--- src/rtl/sprite_mixer.sv ---
// sprite_mixer: composites up to NSPR sprite pixels over a background through a
// per-sprite palette with a fixed 2-cycle latency, and accumulates pairwise collisions per frame.
module sprite_mixer #(
    parameter int NSPR      = 4,
    parameter int SPR_DATAW = 3,
    parameter int COLRW     = 12
) (
    input  logic                               clk,
    input  logic                               rst,
    input  logic                               frame,
    input  logic                               de,
    input  logic [NSPR-1:0]                    spr_drawing,
    input  logic [NSPR*SPR_DATAW-1:0]          spr_pix,
    input  logic [COLRW-1:0]                   bg_colr,
    input  logic                               pal_we,
    input  logic [$clog2(NSPR)+SPR_DATAW-1:0]  pal_addr,
    input  logic [COLRW-1:0]                   pal_wdata,
    output logic [COLRW-1:0]                   colr,
    output logic                               colr_de,
    output logic [NSPR*(NSPR-1)/2-1:0]         coll,
    output logic                               coll_valid
);
    localparam int SW    = $clog2(NSPR);
    localparam int AW    = SW + SPR_DATAW;
    localparam int NPAIR = NSPR * (NSPR - 1) / 2;

    logic [NSPR-1:0]      opaque;
    logic [NPAIR-1:0]     hits;
    logic [SW-1:0]        win_spr;
    logic [SPR_DATAW-1:0] win_pix;
    logic                 win_any;

    logic [COLRW-1:0]     pal_mem [2**AW];

    logic [COLRW-1:0]     pal_rd_d, pal_rd_q;
    logic [COLRW-1:0]     bg_d, bg_q;
    logic                 bg_sel_d, bg_sel_q;
    logic                 de1_d, de1_q;
    logic [COLRW-1:0]     colr_d, colr_q;
    logic                 colr_de_d, colr_de_q;
    logic [NPAIR-1:0]     acc_d, acc_q;
    logic [NPAIR-1:0]     coll_d, coll_q;
    logic                 coll_valid_d, coll_valid_q;

    for (genvar gi = 0; gi < NSPR; gi++) begin : g_opaque
        assign opaque[gi] = spr_drawing[gi] && (spr_pix[gi*SPR_DATAW +: SPR_DATAW] != '0);
    end

    // Pair (i,j), i<j, maps row-major onto hits[i*NSPR - i*(i+1)/2 + j-i-1].
    for (genvar gi = 0; gi < NSPR; gi++) begin : g_row
        for (genvar gj = gi + 1; gj < NSPR; gj++) begin : g_col
            assign hits[gi*NSPR - gi*(gi+1)/2 + gj - gi - 1] = de && opaque[gi] && opaque[gj];
        end
    end

    always_comb begin
        win_spr = '0;
        win_pix = '0;
        win_any = 1'b0;
        for (int i = NSPR - 1; i >= 0; i--) begin
            if (opaque[i]) begin
                win_spr = SW'(i);
                win_pix = spr_pix[i*SPR_DATAW +: SPR_DATAW];
                win_any = 1'b1;
            end
        end
    end

    always_ff @(posedge clk) begin
        if (pal_we) begin
            pal_mem[pal_addr] <= pal_wdata;
        end
    end

    // The palette address is captured on the stage-1 edge, so a write on that
    // same edge is not seen by this read (read-before-write).
    always_comb begin
        pal_rd_d     = pal_mem[{win_spr, win_pix}];
        bg_d         = bg_colr;
        bg_sel_d     = !win_any;
        de1_d        = de;
        colr_d       = de1_q ? (bg_sel_q ? bg_q : pal_rd_q) : '0;
        colr_de_d    = de1_q;
        acc_d        = frame ? '0 : (acc_q | hits);
        coll_d       = frame ? (acc_q | hits) : coll_q;
        coll_valid_d = frame;
    end

    always_ff @(posedge clk or negedge rst) begin
        if (!rst) begin
            pal_rd_q     <= '0;
            bg_q         <= '0;
            bg_sel_q     <= 1'b0;
            de1_q        <= 1'b0;
            colr_q       <= '0;
            colr_de_q    <= 1'b0;
            acc_q        <= '0;
            coll_q       <= '0;
            coll_valid_q <= 1'b0;
        end else begin
            pal_rd_q     <= pal_rd_d;
            bg_q         <= bg_d;
            bg_sel_q     <= bg_sel_d;
            de1_q        <= de1_d;
            colr_q       <= colr_d;
            colr_de_q    <= colr_de_d;
            acc_q        <= acc_d;
            coll_q       <= coll_d;
            coll_valid_q <= coll_valid_d;
        end
    end

    assign colr       = colr_q;
    assign colr_de    = colr_de_q;
    assign coll       = coll_q;
    assign coll_valid = coll_valid_q;

endmodule
--- config.mk ---
export PLATFORM = sky130hd
export DESIGN_NAME = sprite_mixer
export DESIGN_NICKNAME = d
export VERILOG_FILES = /design/src/rtl/sprite_mixer.sv
export SDC_FILE = /design/constraint.sdc
export NUM_CORES = 1
export LEC_CHECK = 0
export BUFFER_PORTS_ARGS = -buffer_cell sky130_fd_sc_hd__buf_2
export CAP_MARGIN = 20
export CORE_UTILIZATION = 53
export DETAILED_ROUTE_END_ITERATION = 12
export PLACE_DENSITY_LB_ADDON = 0.2
export SYNTH_ARGS = -nofsm -noshare
export SYNTH_HDL_FRONTEND = slang
export SYNTH_SLANG_ARGS = --single-unit
--- constraint.sdc ---
create_clock -name clk -period 2.45 [get_ports clk]
set_clock_uncertainty 0.2 [all_clocks]
set_input_delay 0.6125 -clock clk [delete_from_list [all_inputs] [get_ports clk]]
set_output_delay 0.6125 -clock clk [all_outputs]
set_load 0.05 [all_outputs]
==> impl_results.md, run 1 <==
- Grt total ovfl: 0
- Setup CP Type: primary input to register
- R2R Setup Slk: 450 ps
- Routed WL per cell: 27.8 um
- Ports: 70
- Crit path time final: 2880 ps
- Seq/Total Area, Yosys: 0.694
- Final Non-Filler Cells: 2,053
- Min-Delay Path Class: primary input to register
- Number of antenna violations at the first check in global routing: 0
- Crit-path most repeated cell: buf_4
- Fin crit share: 1.18
- Avg Cell Area, Syn: around 14 um2
- GPL Wtd Cong: 0.864
- Routed vias/inst: between 6 and 7
- DP Wirelength: 31,500 um
- Largest cells by area after synthesis: edfxtp_1, a2111oi_0, a211oi_1
- Row cnt: 68
- Filler cell count: around 2,100
- Post-route ant nets: 0
- Final instance area: 24,900 um2
- Gr usage total: 0.309
- FFs w/ async S/R, synth: 0.119
- Final hold violations: 0
- Die Ht: 189 um
- Yosys warns: 0
- Sequential Area: around 13,000 um2
- Critical path required time: 2700 ps
- Setup violators final: 12
- IO buf count: 69
- Global-route wire length before repair: 82,500 um
- Reg2reg start: pal_mem[30][9]
- # DRC: 0
- Hold slack: ~39 ps
- Crit-path slowest cell: a2111oi_0
- Post-synth top area cell: edfxtp_1
- WP data arrival: 3130 ps
- Initial Util: 0.536
- Clock sinks: 436
- Initial DRC Count: 1,423
- Area taken by multi-input logic gates: a little over 6000 um2
- Crit path max fanout: 6
- Count of unique library cells instantiated by Yosys: 37
- Worst-path clk slew: 60 ps
- R2R Path End: pal_rd_q[9]
- Power Total: 18.2 mW
- CP startpoint kind: primary input
- Reg2Reg Depth: 6
- Worst path max stage delay: 580 ps
- Num CTS Buffers: 45
- Wirelength, routed: 57,100 um
- Most common cell in the netlist: edfxtp_1
- Placed Cells: 1,921
- Worst setup EP type: register
- Post-synth EDFFs: about 380
- Clk root buf: clkbuf_16
- Vias in the first global route: 13,200
- Post-Syn Area: 18,500 um2
- Area grow syn2layout: 35.0%
- Final WS setup: -432 ps
- Worst skew pair latency: 570 ps
- Core Area: 34,500 um2
- Largest net degree at the start of global routing: 43
- # nets final: approximately 1,600
- CTS tree: yes
- Yosys top cell area share: 0.624
- Status: complete, but fails checks
- Lkg Pwr: 8.69 nW
- Power Dens Cells: 732 nW/um2
- Via count: between 10,000 and 15,000
- Worst setup endpoint: pal_rd_q[9]
- Core Util, Final: 0.724
- VDD IR max: 0.598 mV
- Worst-Margin Slew: 730 ps
- Post-synth top cells: edfxtp_1, a2111oi_0, inv_1, a211oi_1, clkbuf_1
- DRT Pass-1 Iters: 5
- Share of cells above drive strength 1: 0.368
- H-tree depth: 2
- Cells after Synth: roughly 1,300
- Synth Register Bits: 436
- Longest Clk Path Bufs: 3
- Slew margin rel.: 0.501
- Worst path cell trace: buf_2 -> buf_4 -> o31ai_4 -> buf_4 -> a311oi_4 -> o21ai_4 -> buf_12 -> clkbuf_16 -> buf_4 -> a2111oi_0 -> o41ai_2 -> buf_4 -> o2111a_1
- RSZ-0062 raised after global routing: true
- DIE WIDTH: 189 um
- Fmax: 347 MHz
- Antenna cells: 0
- DP Worst Slack: -1420 ps
- Failing checks: setup timing
- Max-slew violation count: 0
- Die area: around 36,000 um2
- Synth Flop Type: edfxtp_1
- Crit path from: spr_drawing[2]
- Max cap viols: 0
- Syn_nets: 1,360
- Placed inst area: 21,200 um2
- Setup TNS: -3880 ps
## sequential cells by signal, indices dropped and copies added, names as in the netlist
signal,cells
colr_de,1
coll_valid,1
pal_rd_q,12
coll,6
acc_q,6
bg_q,12
pal_mem,384
colr_de_d,1
colr,12
bg_sel_q,1
## cell families (layout without fill, tap and decap cells)
group                  count (synthesis)  after routing  share of synthesized area
AND/OR/NAND/NOR                       86             86                     0.0213
AO/OA/AOI/OAI                        454            454                      0.203
buffers and inverters                310            598                     0.0689
multiplexers                          24             24                     0.0130
flip-flops                           436            436                      0.694
## repair_timing
item	in CTS	in global routing
gates cloned	6	4
setup endpoints to repair	12	12
pin swaps	35	39
setup buffers	19	9
resized for setup	229	156
hold buffers	13	0
endpoints found under the hold margin	35	0
## worst max-delay path, delay by kind of cell
family,cells,cell delay (ps)
buf+inv,7,1000
compound gates,6,1510
## power by group
group          switching (mW)  total (mW)  internal [mW]  leakage, nW
clock network            2.92        6.84           3.93        0.716
registers              0.0960        8.37           8.27         4.09
logic                    1.81        3.04           1.23         3.89
total                    4.82        18.2           13.4         8.69
## layer usage
| layer | global-route usage | wire (um) | up-vias |
|---|---|---|---|
| met5 | 0 | 0 | - |
| met4 | 0.0977 | 1900 | 0 |
| met3 | 0.0540 | 5650 | 142 |
| met2 | 0.487 | 26900 | 898 |
| met1 | 0.439 | 22700 | 6854 |
| li1 | - | - | 5768 |
## layout make-up
| type | count | area share |
|---|---|---|
| timing repair buffer | 334 | 0.133 |
| clock inverter | 22 | 0.00748 |
| clock buffer | 61 | 0.0517 |
| multi-input combinational | 564 | 0.243 |
| inverter | 181 | 0.0272 |
| sequential | 436 | 0.515 |
| tap | 455 | 0.0228 |
## cells in the final DEF (no fill, tap or decap), types with 41 or more instances in the layout
| cell | netlist | layout |
|---|---|---|
| a211oi_1 | 180 | 141 |
| a2111oi_1 | 0 | 41 |
| inv_1 | 181 | 181 |
| nor2_1 | 52 | 51 |
| buf_12 | 0 | 51 |
| dfrtp_1 | 52 | 52 |
| buf_4 | 12 | 173 |
| edfxtp_1 | 384 | 384 |
| buf_2 | 33 | 67 |
| a2111oi_2 | 0 | 86 |
| clkbuf_16 | 0 | 52 |
## worst min path at each step
stage             start         to  slack [ps]  depth (start not counted)
5_1_grt              de  colr_de_d          20                          1
2_1_floorplan       rst   acc_q[0]         120                          0
6_report             de  colr_de_d          40                          1
3_5_place_dp   acc_q[2]   acc_q[2]         270                          2
3_3_place_gp   acc_q[2]   acc_q[2]         270                          2
4_1_cts              de  colr_de_d          30                          1
(Power assumes the default switching activity.)
==> run 2, diff against run 1 <==
--- a/config.mk
+++ b/config.mk
@@ -10,5 +10,5 @@
 export CORE_UTILIZATION = 53
 export DETAILED_ROUTE_END_ITERATION = 12
-export PLACE_DENSITY_LB_ADDON = 0.2
+export PLACE_DENSITY_LB_ADDON = 0.05
 export SYNTH_ARGS = -nofsm -noshare
 export SYNTH_HDL_FRONTEND = slang
==> constraint.sdc (replaced) <==
create_clock -name clk -period 2.45 [get_ports clk]
set_clock_uncertainty 0.2 [all_clocks]
set_input_delay 0.3675 -clock clk [delete_from_list [all_inputs] [get_ports clk]]
set_output_delay 0.3675 -clock clk [all_outputs]
set_load 0.05 [all_outputs]
==> run 2 against run 1 <==
The run still ends with setup timing left. Die area is the same. Design area is 5.2% lower. Critical path depth shrank 1. Critical endpoint is now pal_rd_q[10].
==> impl_results.md, run 2 (synthesis gave the netlist of run 1 again) <==
- Status: complete, but fails checks
- Failing checks: setup timing
- Crit path max fanout: 24 (+18)
- Sequential Area: 12,800 um2 (unchanged)
- H-tree depth: 2 (unchanged)
- Vias in the first global route: 12,800 (-2.6%)
- Max cap viols: 0 (unchanged)
- Core Util, Final: 0.686 (-0.0374)
- Die Ht: 189 um (unchanged)
- Crit-path leading delay family: compound AO/OA/AOI/OAI gates
- Reg2Reg Depth: 5 (-1)
- # nets final: 1,622 (+0.62%)
- Critical path required time: 2690 ps (about the same)
- Fin crit share: 1.02 (-0.152)
- WP depth: 12 (-1)
- Longest Clk Path Bufs: 3 (unchanged)
- Core Area: 34,500 um2 (unchanged)
- GPL Wtd Cong: 0.873 (+1.1%)
- Max reg flops: 384 (unchanged)
- Final hold violations: 0 (unchanged)
- RSZ-0062 raised after global routing: true
- Antenna cells: 0 (unchanged)
- IO buf count: 69 (unchanged)
- Lkg Pwr: 8.42 nW (-3.2%)
- CTS tree: yes
- Grt total ovfl: 0 (unchanged)
- DIE WIDTH: 189 um (unchanged)
- Setup CP Type: primary input to register
- Ports: 70 (unchanged)
- Commonest non-fill, non-tap cell in the layout: edfxtp_1
- Post-route ant nets: 0 (unchanged)
- Setup violators final: 10 (-2)
- Area grow syn2layout: 28.0%
- Top reg by flops: pal_mem
- Global-route wire length before repair: 81,500 um (-1.2%)
- Routed vias/inst: 6.31 (-5.2%)
- Crit-path slowest cell: a2111oi_0
- Max-slew violation count: 0 (unchanged)
- Fmax: 399 MHz (+15%)
- Routed WL per cell: 26.6 um (-4.4%)
- Gr usage total: 0.309 (-0.000511)
- Wirelength, routed: 54,800 um (-4.0%)
- Worst setup EP type: register
- Power Dens Cells: 747 nW/um2 (+2.1%)
- Num CTS Buffers: 45 (unchanged)
- Initial DRC Count: 1,292 (-9.2%)
- Worst path max stage delay: 490 ps (-90 ps)
- Worst skew pair latency: 570 ps (about the same)
- CP Buf/Inv Count: 6 (-1)
- Largest net degree at the start of global routing: 54 (+26%)
- Final instance area: 23,700 um2 (-5.2%)
- # DRC: 0 (unchanged)
- Crit path time final: 2510 ps (-374 ps)
- Worst-Margin Slew: 787 ps (+56.7 ps)
- Via count: 13,000 (-4.8%)
- Final WS setup: -58.1 ps (+374 ps)
- Share of cells above drive strength 1: 0.297 (-0.0709)
- Min-Delay Path Class: primary input to register
- Die area: 35,600 um2 (unchanged)
- Filler cell count: 2,369 (+12%)
- Slew margin rel.: 0.475 (-0.0252)
- WP data arrival: 2750 ps (-380 ps)
- Hold slack: 85.1 ps (+46.3 ps)
- Crit-path most repeated cell: buf_4
- DRT Pass-1 Iters: 7 (+2)
- VDD IR max: 0.658 mV (+10%)
- Worst-path clk slew: 60 ps (about the same)
- Number of antenna violations at the first check in global routing: 0 (unchanged)
- DP Worst Slack: -1180 ps (+239 ps)
- Most frequent cells in the layout: edfxtp_1, buf_4, inv_1, a211oi_1, a2111oi_0
- Area taken by multi-input logic gates: 5120 um2 (-15%)
- Initial Util: 0.536 (unchanged)
- DP Wirelength: 33,000 um (+4.8%)
- Worst hold path depth: 5 (+4)
- Clock sinks: 436 (unchanged)
- CP startpoint kind: primary input
- Row cnt: 68 (unchanged)
- Placed inst area: 20,900 um2 (-1.4%)
- Worst path cell trace: buf_2 -> buf_4 -> nand2b_1 -> o21ai_4 -> buf_4 -> buf_4 -> buf_12 -> a211oi_2 -> a2111oi_0 -> o41ai_1 -> buf_4 -> o2111a_1
- Clk root buf: clkbuf_16
[run 2: changes by cell type in the layout (fill, tap and decap cells not counted), sizes merged]
cell,delta
clkinv,+6
bufinv,+2
inv,-3
a21o,+1
clkinvlp,-4
buf,+11
bufbuf,-3
dlygate4sd3,+3
clkbuf,-5
[run 2: timing repair]
action,4_1_cts,5_1_grt
buffers inserted,17,12
pin swaps,34,20
resized for setup,152,88
hold endpoints to repair,48,0
hold buffers,16,0
gates cloned,3,1
endpoints found under the setup margin,12,12
[run 2: per-stage QoR]
step                power [mW]  TNS (ps)  std cells
finish                    17.7      -310       2061
global route              18.1     -1030       2061
CTS                       17.6     -10.3       2048
detailed placement        10.6    -12180       1931
global placement          10.6    -12660       1929
floorplan                 9.52         0       1310
[run 2: final timing paths]
| check | startpoint | end | slack [ps] |
|---|---|---|---|
| worst max-delay path | spr_pix[4] | pal_rd_q[10] | -60 |
| worst min-delay path | spr_pix[11] | bg_sel_q | 90 |
| max in group asynchronous | rst | pal_rd_q[9] | 1310 |
| worst min register to register | acc_q[4] | acc_q[4] | 290 |
| worst max register to register | pal_mem[11][1] | pal_rd_q[1] | 510 |
| min in group asynchronous | rst | colr_de | 100 |
[run 2: layer usage]
layer,track usage,vias to the layer above,share of wire
met1,0.445,6450,0.43
met3,0.0538,109,0.078
met2,0.468,631,0.46
li1,-,5813,-
met4,0.121,0,0.034
met5,0,-,0
[run 2: power by group]
part,switching [mW],internal (mW),total [mW]
logic,1.59,1.07,2.66
clock network,2.82,3.83,6.65
registers,0.0947,8.27,8.36
total,4.50,13.2,17.7
[run 2: cell type report]
class                      count  share of cell area
sequential                   436               0.543
multi-input combinational    565               0.216
timing repair buffer         343               0.129
clock buffer                  58              0.0501
inverter                     181              0.0287
tap                          455              0.0241
clock inverter                23             0.00894
[run 2: worst min-delay path: stages]
cell     delay (ps)
buf_2           100
buf_4           100
o31ai_1          80
nand2_1         100
nor2_1           60
==> run 3, diff against run 2 <==
==> constraint.sdc (replaced) <==
create_clock -name clk -period 3 [get_ports clk]
set_clock_uncertainty 0.2 [all_clocks]
set_input_delay 0.15 -clock clk [delete_from_list [all_inputs] [get_ports clk]]
set_output_delay 0.15 -clock clk [all_outputs]
set_load 0.05 [all_outputs]
==> run 3 against run 2 <==
The run now ends clean. Largest cell class unchanged. Global-route usage fell by 1.7 points. Utilization down 5.4 points. Non-clock buffer count shrank 115.
==> impl_results.md, run 3 (synthesis gave the netlist of run 1 again) <==
- WP data arrival: 3200 ps (+450 ps)
- Via count: 12,300 (-5.1%)
- Vias in the first global route: 12,200 (-5.2%)
- Max reg flops: 384 (unchanged)
- Reg2reg start: pal_mem[23][8]
- Crit path max fanout: 52 (+120%)
- Grt total ovfl: 0 (unchanged)
- IO buf count: 69 (unchanged)
- RSZ-0062 raised after global routing: true
- Hold wc startpoint: pal_wdata[8]
- Share of cells above drive strength 1: 0.186 (-0.111)
- Worst skew pair latency: 560 ps (about the same)
- Worst setup EP type: register
- Hold slack: 25.2 ps (-59.9 ps)
- Routed WL per cell: 26.3 um (-1.2%)
- Final hold violations: 0 (unchanged)
- GPL Wtd Cong: 0.829 (-5.1%)
- DP Wirelength: 30,700 um (-7.1%)
- Fmax: 338 MHz
- Antenna cells: 0 (unchanged)
- H-tree depth: 2 (unchanged)
- Setup CP Type: primary input to register
- VDD IR max: 0.572 mV (-13%)
- Power Dens Cells: 637 nW/um2 (-15%)
- Core Util, Final: 0.632 (-0.0544)
- Placed inst area: 20,000 um2 (-4.0%)
- Row cnt: 68 (unchanged)
- Crit path time final: 2960 ps
- DIE WIDTH: 189 um (unchanged)
- Clk root buf: clkbuf_16
- Min-Delay Path Class: primary input to register
- Placed Cells: 1,834 (-5.0%)
- Die Ht: 189 um (unchanged)
- Num CTS Buffers: 46 (+2.2%)
- # DRC: 0 (unchanged)
- Longest Clk Path Bufs: 3 (unchanged)
- Number of antenna violations at the first check in global routing: 1 (+1)
- Final WS setup: 37.1 ps (+95.1 ps)
- CP startpoint kind: primary input
- Setup TNS: 0 ps (+310 ps)
- Post-route ant nets: 0 (unchanged)
- Slew margin rel.: 0.294 (-0.181)
- Max cap viols: 0 (unchanged)
- Global-route wire length before repair: 77,200 um (-5.3%)
- Most frequent cells in the layout: edfxtp_1, a2111oi_0, inv_1, a211oi_1, buf_4
- Commonest non-fill, non-tap cell in the layout: edfxtp_1
- Initial Util: 0.536 (unchanged)
- Area grow syn2layout: 17.8%
- Ports: 70 (unchanged)
- DRT Pass-1 Iters: 5 (-2)
- Core Area: 34,500 um2 (unchanged)
- Gr usage total: 0.291 (-0.0171)
- Largest net degree at the start of global routing: 87 (+61%)
- Wirelength, routed: 51,100 um (-6.7%)
- Power Total: 13.9 mW (-21%)
- Worst-Margin Slew: 1060 ps (+268 ps)
- Clock sinks: 436 (unchanged)
- Fin crit share: 0.988
- Initial DRC Count: 1,198 (-7.3%)
- Routed vias/inst: 6.34 (+0.48%)
- Top reg by flops: pal_mem
- Setup violators final: 0 (-10)
- Die area: 35,600 um2 (unchanged)
- Crit path from: spr_drawing[3]
- Postcts setup bufs: 0 (-17)
- Status: complete, no violations
- # nets final: 1,507 (-7.1%)
- DP Worst Slack: -313 ps (+865 ps)
- Worst-path clk slew: 60 ps (about the same)
- Final Non-Filler Cells: 1,947 (-5.5%)
- CTS tree: yes
- Critical path required time: 3240 ps (+550 ps)
- Lkg Pwr: 7.59 nW (-9.9%)
- Final instance area: 21,800 um2 (-7.9%)
- Max-slew violation count: 0 (unchanged)
run 3: cell types whose count changed in the layout (fill, tap and decap cells not counted), sizes merged:
cell,previous run,this run
bufinv,4,2
a21o,3,2
clkinv,18,20
buf,325,198
dlygate4sd3,16,30
run 3: routing by layer:
metal	routed length, um	vias to the layer above	track usage
li1	-	5567	-
met1	22700	6191	0.424
met2	23500	512	0.451
met3	3800	71	0.0505
met4	1130	2	0.0856
met5	12	-	0
run 3: worst paths after layout:
check,end,slack [ps],depth (start not counted)
max,pal_rd_q[8],40,8
min,pal_mem[5][8],30,1
max reg2reg,pal_rd_q[8],940,6
min reg2reg,acc_q[2],280,2
max in group asynchronous,colr[5],1730,3
min in group asynchronous,acc_q[3],80,2
run 3: worst max-delay path: stages:
cell           delay [ps]
dlygate4sd3_1         530
buf_2                 160
a32o_1                300
a21o_2                290
buf_12                210
nor2_1                830
a2111oi_0             360
o2111a_1              340
run 3: layout make-up:
type	count	area, um2
multi-input combinational	564	4450
fill	2636	12700
clock inverter	23	179
sequential	436	12800
tap	455	569
inverter	181	679
clock buffer	60	1250
timing repair buffer	228	1810
run 3: power breakdown:
group | internal [mW] | total (mW) | switching (mW)
logic | 0.524 | 1.61 | 1.08
registers | 6.75 | 6.84 | 0.0843
clock network | 3.12 | 5.43 | 2.32
total | 10.4 | 13.9 | 3.48
run 3: what timing repair did:
item                                    in CTS  in global routing
resized for setup                            0                  4
hold buffers                                30                  0
endpoints found under the setup margin       0                  4
hold endpoints to repair                   319                  0
